==> config.mk <==
export PLATFORM = sky130hd
export DESIGN_NAME = lif_step_scheduler
export DESIGN_NICKNAME = d
export VERILOG_FILES = /design/src/rtl/lif_step_scheduler.sv
export SDC_FILE = /design/constraint.sdc
export NUM_CORES = 1
export LEC_CHECK = 0
export BUFFER_PORTS_ARGS = -buffer_cell sky130_fd_sc_hd__buf_2
export CORE_MARGIN = 8
export CORE_UTILIZATION = 60
export CTS_CLUSTER_SIZE = 10
export DETAILED_ROUTE_END_ITERATION = 16
export PLACE_DENSITY = 0.89
export SKIP_LAST_GASP = 1
export SLEW_MARGIN = 20
export SYNTH_ARGS = -nofsm -noshare
export SYNTH_HDL_FRONTEND = slang
export SYNTH_SLANG_ARGS = --single-unit
==> constraint.sdc <==
create_clock -name clk -period 6.4 [get_ports clk]
set_input_delay 1.28 -clock clk [delete_from_list [all_inputs] [get_ports clk]]
set_output_delay 1.28 -clock clk [all_outputs]
set_load 0.01 [all_outputs]
==> src/rtl/lif_step_scheduler.sv <==
// Time-multiplexed leaky-integrate-and-fire scheduler: one shared update datapath scans
// NUM_NEURONS states per timestep. Optional refractory counters: define LIF_REFRACTORY_EN.
module lif_step_scheduler #(
  parameter int NUM_NEURONS  = 4,
  parameter int STATE_W      = 8,
  parameter int LEAK_SHIFT   = 2,
  parameter int SYN_WEIGHT   = 8,
  parameter int REFRAC_STEPS = 2
) (
  input  logic                           clk,
  input  logic                           reset,
  input  logic                           step_start,
  input  logic [3:0]                     ext_input,
  input  logic [STATE_W-1:0]             threshold,
  input  logic [$clog2(NUM_NEURONS)-1:0] mon_sel,
  output logic                           busy,
  output logic                           step_done,
  output logic [NUM_NEURONS-1:0]         spike_vec,
  output logic [STATE_W-1:0]             state_mon
);

  localparam int IDX_W = $clog2(NUM_NEURONS);
  localparam int SUM_W = STATE_W + 2;
  localparam logic [IDX_W-1:0] LAST_IDX = IDX_W'(NUM_NEURONS - 1);
  localparam logic [IDX_W:0]   N_EXT    = (IDX_W + 1)'(NUM_NEURONS);
  localparam logic [SUM_W-1:0] SAT_MAX  = {2'b00, {STATE_W{1'b1}}};
  localparam logic [SUM_W-1:0] SYN_W    = SUM_W'(SYN_WEIGHT);

  typedef enum logic [1:0] {S_IDLE, S_SCAN, S_DONE} fsm_t;

  fsm_t                   r_fsm;
  logic [IDX_W-1:0]       r_idx;
  logic [3:0]             r_ext;
  logic [STATE_W-1:0]     r_thr;
  logic [STATE_W-1:0]     r_state [NUM_NEURONS];
  logic [NUM_NEURONS-1:0] r_shadow;
  logic [NUM_NEURONS-1:0] r_spike_vec;
  logic                   r_busy;
  logic                   r_step_done;
  logic [STATE_W-1:0]     r_state_mon;

`ifdef LIF_REFRACTORY_EN
  localparam int REF_W = (REFRAC_STEPS < 1) ? 1 : $clog2(REFRAC_STEPS + 1);
  localparam logic [REF_W-1:0] REF_LOAD = REF_W'(REFRAC_STEPS);
  logic [REF_W-1:0] r_refrac [NUM_NEURONS];
`else
  // REFRAC_STEPS has no counters to size in this build.
  logic w_unused_cfg;
  assign w_unused_cfg = (REFRAC_STEPS != 0);
`endif

  logic [SUM_W-1:0]   w_cur;
  logic [SUM_W-1:0]   w_leaked;
  logic [SUM_W-1:0]   w_syn;
  logic [SUM_W-1:0]   w_sum_raw;
  logic [SUM_W-1:0]   w_sum;
  logic               w_fire;
  logic [STATE_W-1:0] w_mon;

  // Synaptic term reads the committed spike_vec, never this timestep's shadow spikes.
  assign w_cur     = {2'b00, r_state[r_idx]};
  assign w_leaked  = w_cur - (w_cur >> LEAK_SHIFT);
  assign w_syn     = ((r_idx != '0) && r_spike_vec[r_idx - 1'b1]) ? SYN_W : '0;
  assign w_sum_raw = w_leaked + {{(SUM_W-4){1'b0}}, r_ext} + w_syn;
  assign w_sum     = (w_sum_raw > SAT_MAX) ? SAT_MAX : w_sum_raw;
  assign w_fire    = (w_sum >= {2'b00, r_thr});

  // NOTE: every signal assigned in always_comb gets a default first so no latch is inferred.
  always_comb begin
    w_mon = '0;
    if ({1'b0, mon_sel} < N_EXT) w_mon = r_state[mon_sel];
  end

  // NOTE: sequential state uses non-blocking assignments only, so all registers update together.
  always_ff @(posedge clk) begin
    if (reset) begin
      r_fsm       <= S_IDLE;
      r_idx       <= '0;
      r_ext       <= '0;
      r_thr       <= '0;
      r_shadow    <= '0;
      r_spike_vec <= '0;
      r_busy      <= 1'b0;
      r_step_done <= 1'b0;
      r_state_mon <= '0;
      // NOTE: the state file is reset too, since a reset must discard any partial timestep.
      for (int i = 0; i < NUM_NEURONS; i++) begin
        r_state[i] <= '0;
`ifdef LIF_REFRACTORY_EN
        r_refrac[i] <= '0;
`endif
      end
    end else begin
      r_step_done <= 1'b0;
      r_state_mon <= w_mon;
      case (r_fsm)
        S_IDLE: begin
          if (step_start) begin
            r_ext  <= ext_input;
            r_thr  <= threshold;
            r_idx  <= '0;
            r_busy <= 1'b1;
            r_fsm  <= S_SCAN;
          end
        end
        S_SCAN: begin
`ifdef LIF_REFRACTORY_EN
          if (r_refrac[r_idx] != '0) begin
            r_state[r_idx]  <= '0;
            r_shadow[r_idx] <= 1'b0;
            r_refrac[r_idx] <= r_refrac[r_idx] - 1'b1;
          end else if (w_fire) begin
            r_state[r_idx]  <= '0;
            r_shadow[r_idx] <= 1'b1;
            r_refrac[r_idx] <= REF_LOAD;
          end else begin
            r_state[r_idx]  <= w_sum[STATE_W-1:0];
            r_shadow[r_idx] <= 1'b0;
          end
`else
          if (w_fire) begin
            r_state[r_idx]  <= '0;
            r_shadow[r_idx] <= 1'b1;
          end else begin
            r_state[r_idx]  <= w_sum[STATE_W-1:0];
            r_shadow[r_idx] <= 1'b0;
          end
`endif
          if (r_idx == LAST_IDX) r_fsm <= S_DONE;
          else                   r_idx <= r_idx + 1'b1;
        end
        S_DONE: begin
          r_spike_vec <= r_shadow;
          r_step_done <= 1'b1;
          r_busy      <= 1'b0;
          r_fsm       <= S_IDLE;
        end
        default: r_fsm <= S_IDLE;
      endcase
    end
  end

  assign busy      = r_busy;
  assign step_done = r_step_done;
  assign spike_vec = r_spike_vec;
  assign state_mon = r_state_mon;

endmodule

After elaboration in Yosys (flattened, before gate mapping)
Memories as Yosys holds them, arrays and structs flattened. A register that Yosys moved wholly into a read port is not among the register bits.
Index checks and enable logic that the tools add are counted.
W data, S select, Z words.

cells by class
  $lt $le $gt $ge = 5
  mux-type cells = 32
  bitwise gates (word level) = 4
  reductions and logical operators = 11
  eq/ne operators = 6
  add/sub/neg operators = 5

operators by type and width
  kind                   count
  $mux W8                2
  $mux W1                15
  $mux W2                7
  $add A10 B4 Y10        1
  $add A9 B5 Y10         1
  $ge A10 B8 Y1          1
  $gt A10 B8 Y1 const B  1
  $mux W10               1
  $sub A8 B6 Y9          1
  $mux W4                2
  $pmux W2 S2            2
  $reduce_or A8 Y1       1
  $lt A2 B3 Y1 const B   2
  $ne A2 B2 Y1 const B   3
  $reduce_and A2 Y1      3
  $reduce_bool A2 Y1     3
  $and A4 B4 Y4          1
  $eq A2 B2 Y1 const B   2
  $not A4 Y4             1
  $or A4 B4 Y4           1
  $reduce_and A3 Y1      1
  $add A2 B1 Y2 const B  1
  $bmux W1 S2            1
  $demux W1 S2           1
  other kinds (7)        8

storage, ports and cells
  flip-flop bits (word level) = 26
  memories kept = 1
  memory bits (writable) = 32

memories
  memory   words  bits a word  rd ports  clocked after Yosys merged registers in  write ports  RTL line  RTL
  r_state  4      8            2         2                                        4            35        logic [STATE_W-1:0] r_state [NUM_NEURONS];

Longest topological paths before layout
  word-level depth = 16
  depth in mapped cells = 24
  gate-level depth less buffers = 22

Worst setup path before layout
Ideal clock, no wire load.

  kind = register to register
  from = reg (tool-made name)
  to = mem r_state[0][7] (data pin)
  required time = 6.246 ns
  path buffers = 1
  arrival time = 5.233 ns
  stages on the path, launching flop included = 24
  path slack = 1.013 ns
  path through = dfxtp_1 -> buf_6 -> mux4_1 -> inv_1 -> ha_1 -> nor2b_1 -> o21a_1 -> nor2_1 -> xnor2_1 -> fa_1 -> ha_1 -> nor2b_1 -> o21ai_0 -> or3_1 -> a2111o_1 -> nand2_1 -> o21ai_0 -> ha_1 -> a2111o_1 -> a2111oi_0 -> a21oi_1 -> nand2_1 -> nand2_1 -> o22ai_1

RTL lines
  element           RTL line
  end: declaration  35

==> flow_metrics.env <==
export IMPL_ys_warn_count=0
export IMPL_cts_made_buffers=9
export IMPL_synth_cells=357
export IMPL_p_leak_nw=1.70
export IMPL_fin_crit_sh=0.937
export IMPL_hold_buffers=0
export IMPL_initial_core_util=0.605
export IMPL_synth_xor_area_share=0.0140
export IMPL_rows=29
export IMPL_clk_pin_slew_ns=0.07
export IMPL_die_area_mm2=0.00904
export IMPL_ys_seq_area_frac=0.448
export IMPL_dp_cells=454
export IMPL_num_vias=2890
export IMPL_portBuffers=30
export IMPL_cp_required_ns=6.57
export IMPL_slew_headroom=0.514
export IMPL_max_cap_violations=0
export IMPL_first_iter_violations=332
export IMPL_antenna_cells=0
export IMPL_ant_nets=0
export IMPL_crit_path_max_incr_delay_ns=0.61
export IMPL_synth_edf_count=32
export IMPL_synthMuxAreaShare=0.118
export IMPL_drt_pass1_iterations=5
export IMPL_cts_root_buf="clkbuf_8"
export IMPL_setup_tns_final_ns=0
export IMPL_ir_worst_vdd_uv=220
export IMPL_critPathLaunchType="flop"
export IMPL_cp_end_kind="flop"
export IMPL_nFillCells=461
export IMPL_place_congestion=0.905
export IMPL_fin_cells=470
export IMPL_hold_violations=0
export IMPL_wl_per_cell_um=18.2
export IMPL_grtUsageTotal=0.205
export IMPL_drt_wl_total_um=8560
export IMPL_drv_slew=0
export IMPL_critPathArrivalTime_ns=6.16
export IMPL_grt_pass1_wl_um=14100
export IMPL_path_cells="mux4_1 > inv_1 > ha_1 > nor2b_1 > o21a_1 > nor2_1 > xnor2_1 > fa_1 > ha_1 > nor2b_1 > o21ai_0 > nand2b_1 > a21o_1 > a31oi_2 > inv_1 > ha_1 > a2111o_1 > a2111oi_0 > a21oi_1 > nand2_1 > nand2_1 > nor3_1"
export IMPL_cp_max_fo=8
export IMPL_drc=0
export IMPL_cp_num_buf_inv=2
export IMPL_power_density_mw_per_mm2=385
export IMPL_htree_levels=3
export IMPL_clock_latency_ns=0.35
export IMPL_tightest_slew_ns=0.729
export IMPL_finalPower_mw=1.60
export IMPL_synth_simple_area_share=0.143
export IMPL_cts_buffer_depth=2
export IMPL_hold_path_class="flop to flop"
export IMPL_crit_top_cell="ha_1"
export IMPL_overflow=0
export IMPL_synthesis_area_mm2=0.00375
export IMPL_io_pins=31
export IMPL_grt_start_max_net_pins=41
export IMPL_outcome="complete, no violations"
export IMPL_viasPerCell=6.15
export IMPL_synth_area_per_cell_um2=10.5
export IMPL_rsz0062_at_grt="false"
export IMPL_slowest_stage="mux4_1"
export IMPL_setup_slack_ns=0.402
export IMPL_clock_sinks=68
export IMPL_synth_top_family_by_area="simple AND/OR/NAND/NOR gates"
export IMPL_synth_fa_ha_area_frac=0.0994
export IMPL_antenna_found_initial=0
export IMPL_fmax_ghz=0.167
export IMPL_fin_crit_ns=6.00
export IMPL_synth_ff_type="dfxtp_1"
export IMPL_hpwl_um=6310
export IMPL_fin_nets=433
export IMPL_syn_to_final_growth_pct=11.0
export IMPL_synth_compound_area_frac=0.128
export IMPL_synth_nets=402
export IMPL_synth_seq_cells=68
export IMPL_drive_gt1_frac=0.178
export IMPL_setup_viol=0
export IMPL_die_y_um=95.1
export IMPL_setup_worst_path_class="flop to flop"
export IMPL_core_area_mm2=0.00620
export IMPL_cp_top_family="compound AO/OA/AOI/OAI gates"
export IMPL_post_route_util=0.671
export IMPL_cts_tree="built"
export IMPL_post_cts_buffers=0
export IMPL_async_flop_share=0
export IMPL_worst_clock_skew_ns=0.0155
export IMPL_ys_types=42
export IMPL_post_place_ws_ns=0.296
export IMPL_die_w_um=95.1
export IMPL_grt_pass1_vias=2903
==> per-stage QoR <==
stage	instance area (um2)	hold slack, ns
2_1_floorplan	3750	0.436
3_3_place_gp	3950	0.444
3_5_place_dp	3950	0.451
4_1_cts	4150	0.461
5_1_grt	4160	0.475
6_report	4160	0.459
==> synthesized netlist by cell type, types with 8 or more instances <==
cell,n,share of area
nand2_1,37,0.037
nor2_1,37,0.037
a21oi_1,36,0.048
dfxtp_1,36,0.19
edfxtp_1,32,0.26
inv_1,26,0.026
ha_1,25,0.083
mux4_2,14,0.084
nor2b_1,11,0.018
a21o_1,9,0.018
nor3_1,9,0.012
clkbuf_1,8,0.0080
==> metal layers <==
| layer | track usage | part of all wire | up-vias |
|---|---|---|---|
| met5 | 0 | 0 | - |
| met4 | 0.108 | 0.021 | 0 |
| met3 | 0.0331 | 0.087 | 24 |
| met2 | 0.345 | 0.51 | 166 |
| met1 | 0.247 | 0.39 | 1341 |
| li1 | - | - | 1359 |
==> worst register-to-register path, cell delays in order, from the launching register on <==
cell and delay (ns):
dfxtp_2 0.42, mux4_1 0.61, inv_1 0.13, ha_1 0.23, nor2b_1 0.14, o21a_1 0.16
nor2_1 0.11, xnor2_1 0.16, fa_1 0.46, ha_1 0.34, nor2b_1 0.14, o21ai_0 0.20
nand2b_1 0.20, a21o_1 0.21, a31oi_2 0.35, inv_1 0.08, ha_1 0.33, a2111o_1 0.47
a2111oi_0 0.31, a21oi_1 0.11, nand2_1 0.22, nand2_1 0.23, nor3_1 0.21
==> power by group <==
part	internal (mW)	leakage (nW)	total, mW	switching [mW]
Clock	0.203	0.101	0.364	0.161
Combinational	0.266	0.972	0.715	0.450
Sequential	0.502	0.628	0.525	0.0229
Total	0.970	1.70	1.60	0.634
==> final cells by class <==
class | count | area, um2 | share of cell area
multi-input cells | 248 | 1900 | 0.455
flip-flops and latches | 68 | 1680 | 0.404
repair buffers | 35 | 188 | 0.0451
clock buffers | 12 | 156 | 0.0376
inverters | 26 | 97.6 | 0.0234
well taps | 77 | 96.3 | 0.0231
clock inverters | 4 | 47.5 | 0.0114
==> cell families after synthesis <==
logic type	count (synthesis)
fa+ha+maj	28
compound gates	75
buf+inv	41
mux	22
simple gates	117
xor+xnor	6
flops	68
==> flip-flops by register name, summed over array words and instances (netlist names), 2 cells and up, named ones only <==
name,count
r_state,32
r_thr,8
state_mon,8
r_ext,4
spike_vec,4
r_fsm,2
r_idx,2
==> cell usage in the layout, fill, tap and decap left out, types with 5 or more instances in the layout <==
cell type,instances
a21o_1,9
a21oi_1,36
a22oi_1,5
buf_2,30
buf_4,5
clkbuf_8,9
dfxtp_1,35
edfxtp_1,32
ha_1,25
inv_1,26
mux2i_1,5
mux4_2,14
nand2_1,36
nand3_1,5
nor2_1,37
nor2b_1,11
nor3_1,9
==> path summary, 6_finish.rpt <==
check,slack [ns],cells after the start,to,startpoint
worst min register to register,0.46,2,r_thr[4],r_thr[4]
worst min-delay path,0.46,2,r_thr[4],r_thr[4]
worst max register to register,0.40,22,r_state[2][6],flop
worst max-delay path,0.40,22,r_state[2][6],flop
==> what timing repair did <==
item	4_1_cts	5_1_grt
gates resized for setup	0	3
endpoints found under the hold margin	0	0
endpoints found under the setup margin	0	27
No activity file was read; power rests on OpenSTA's default activity.
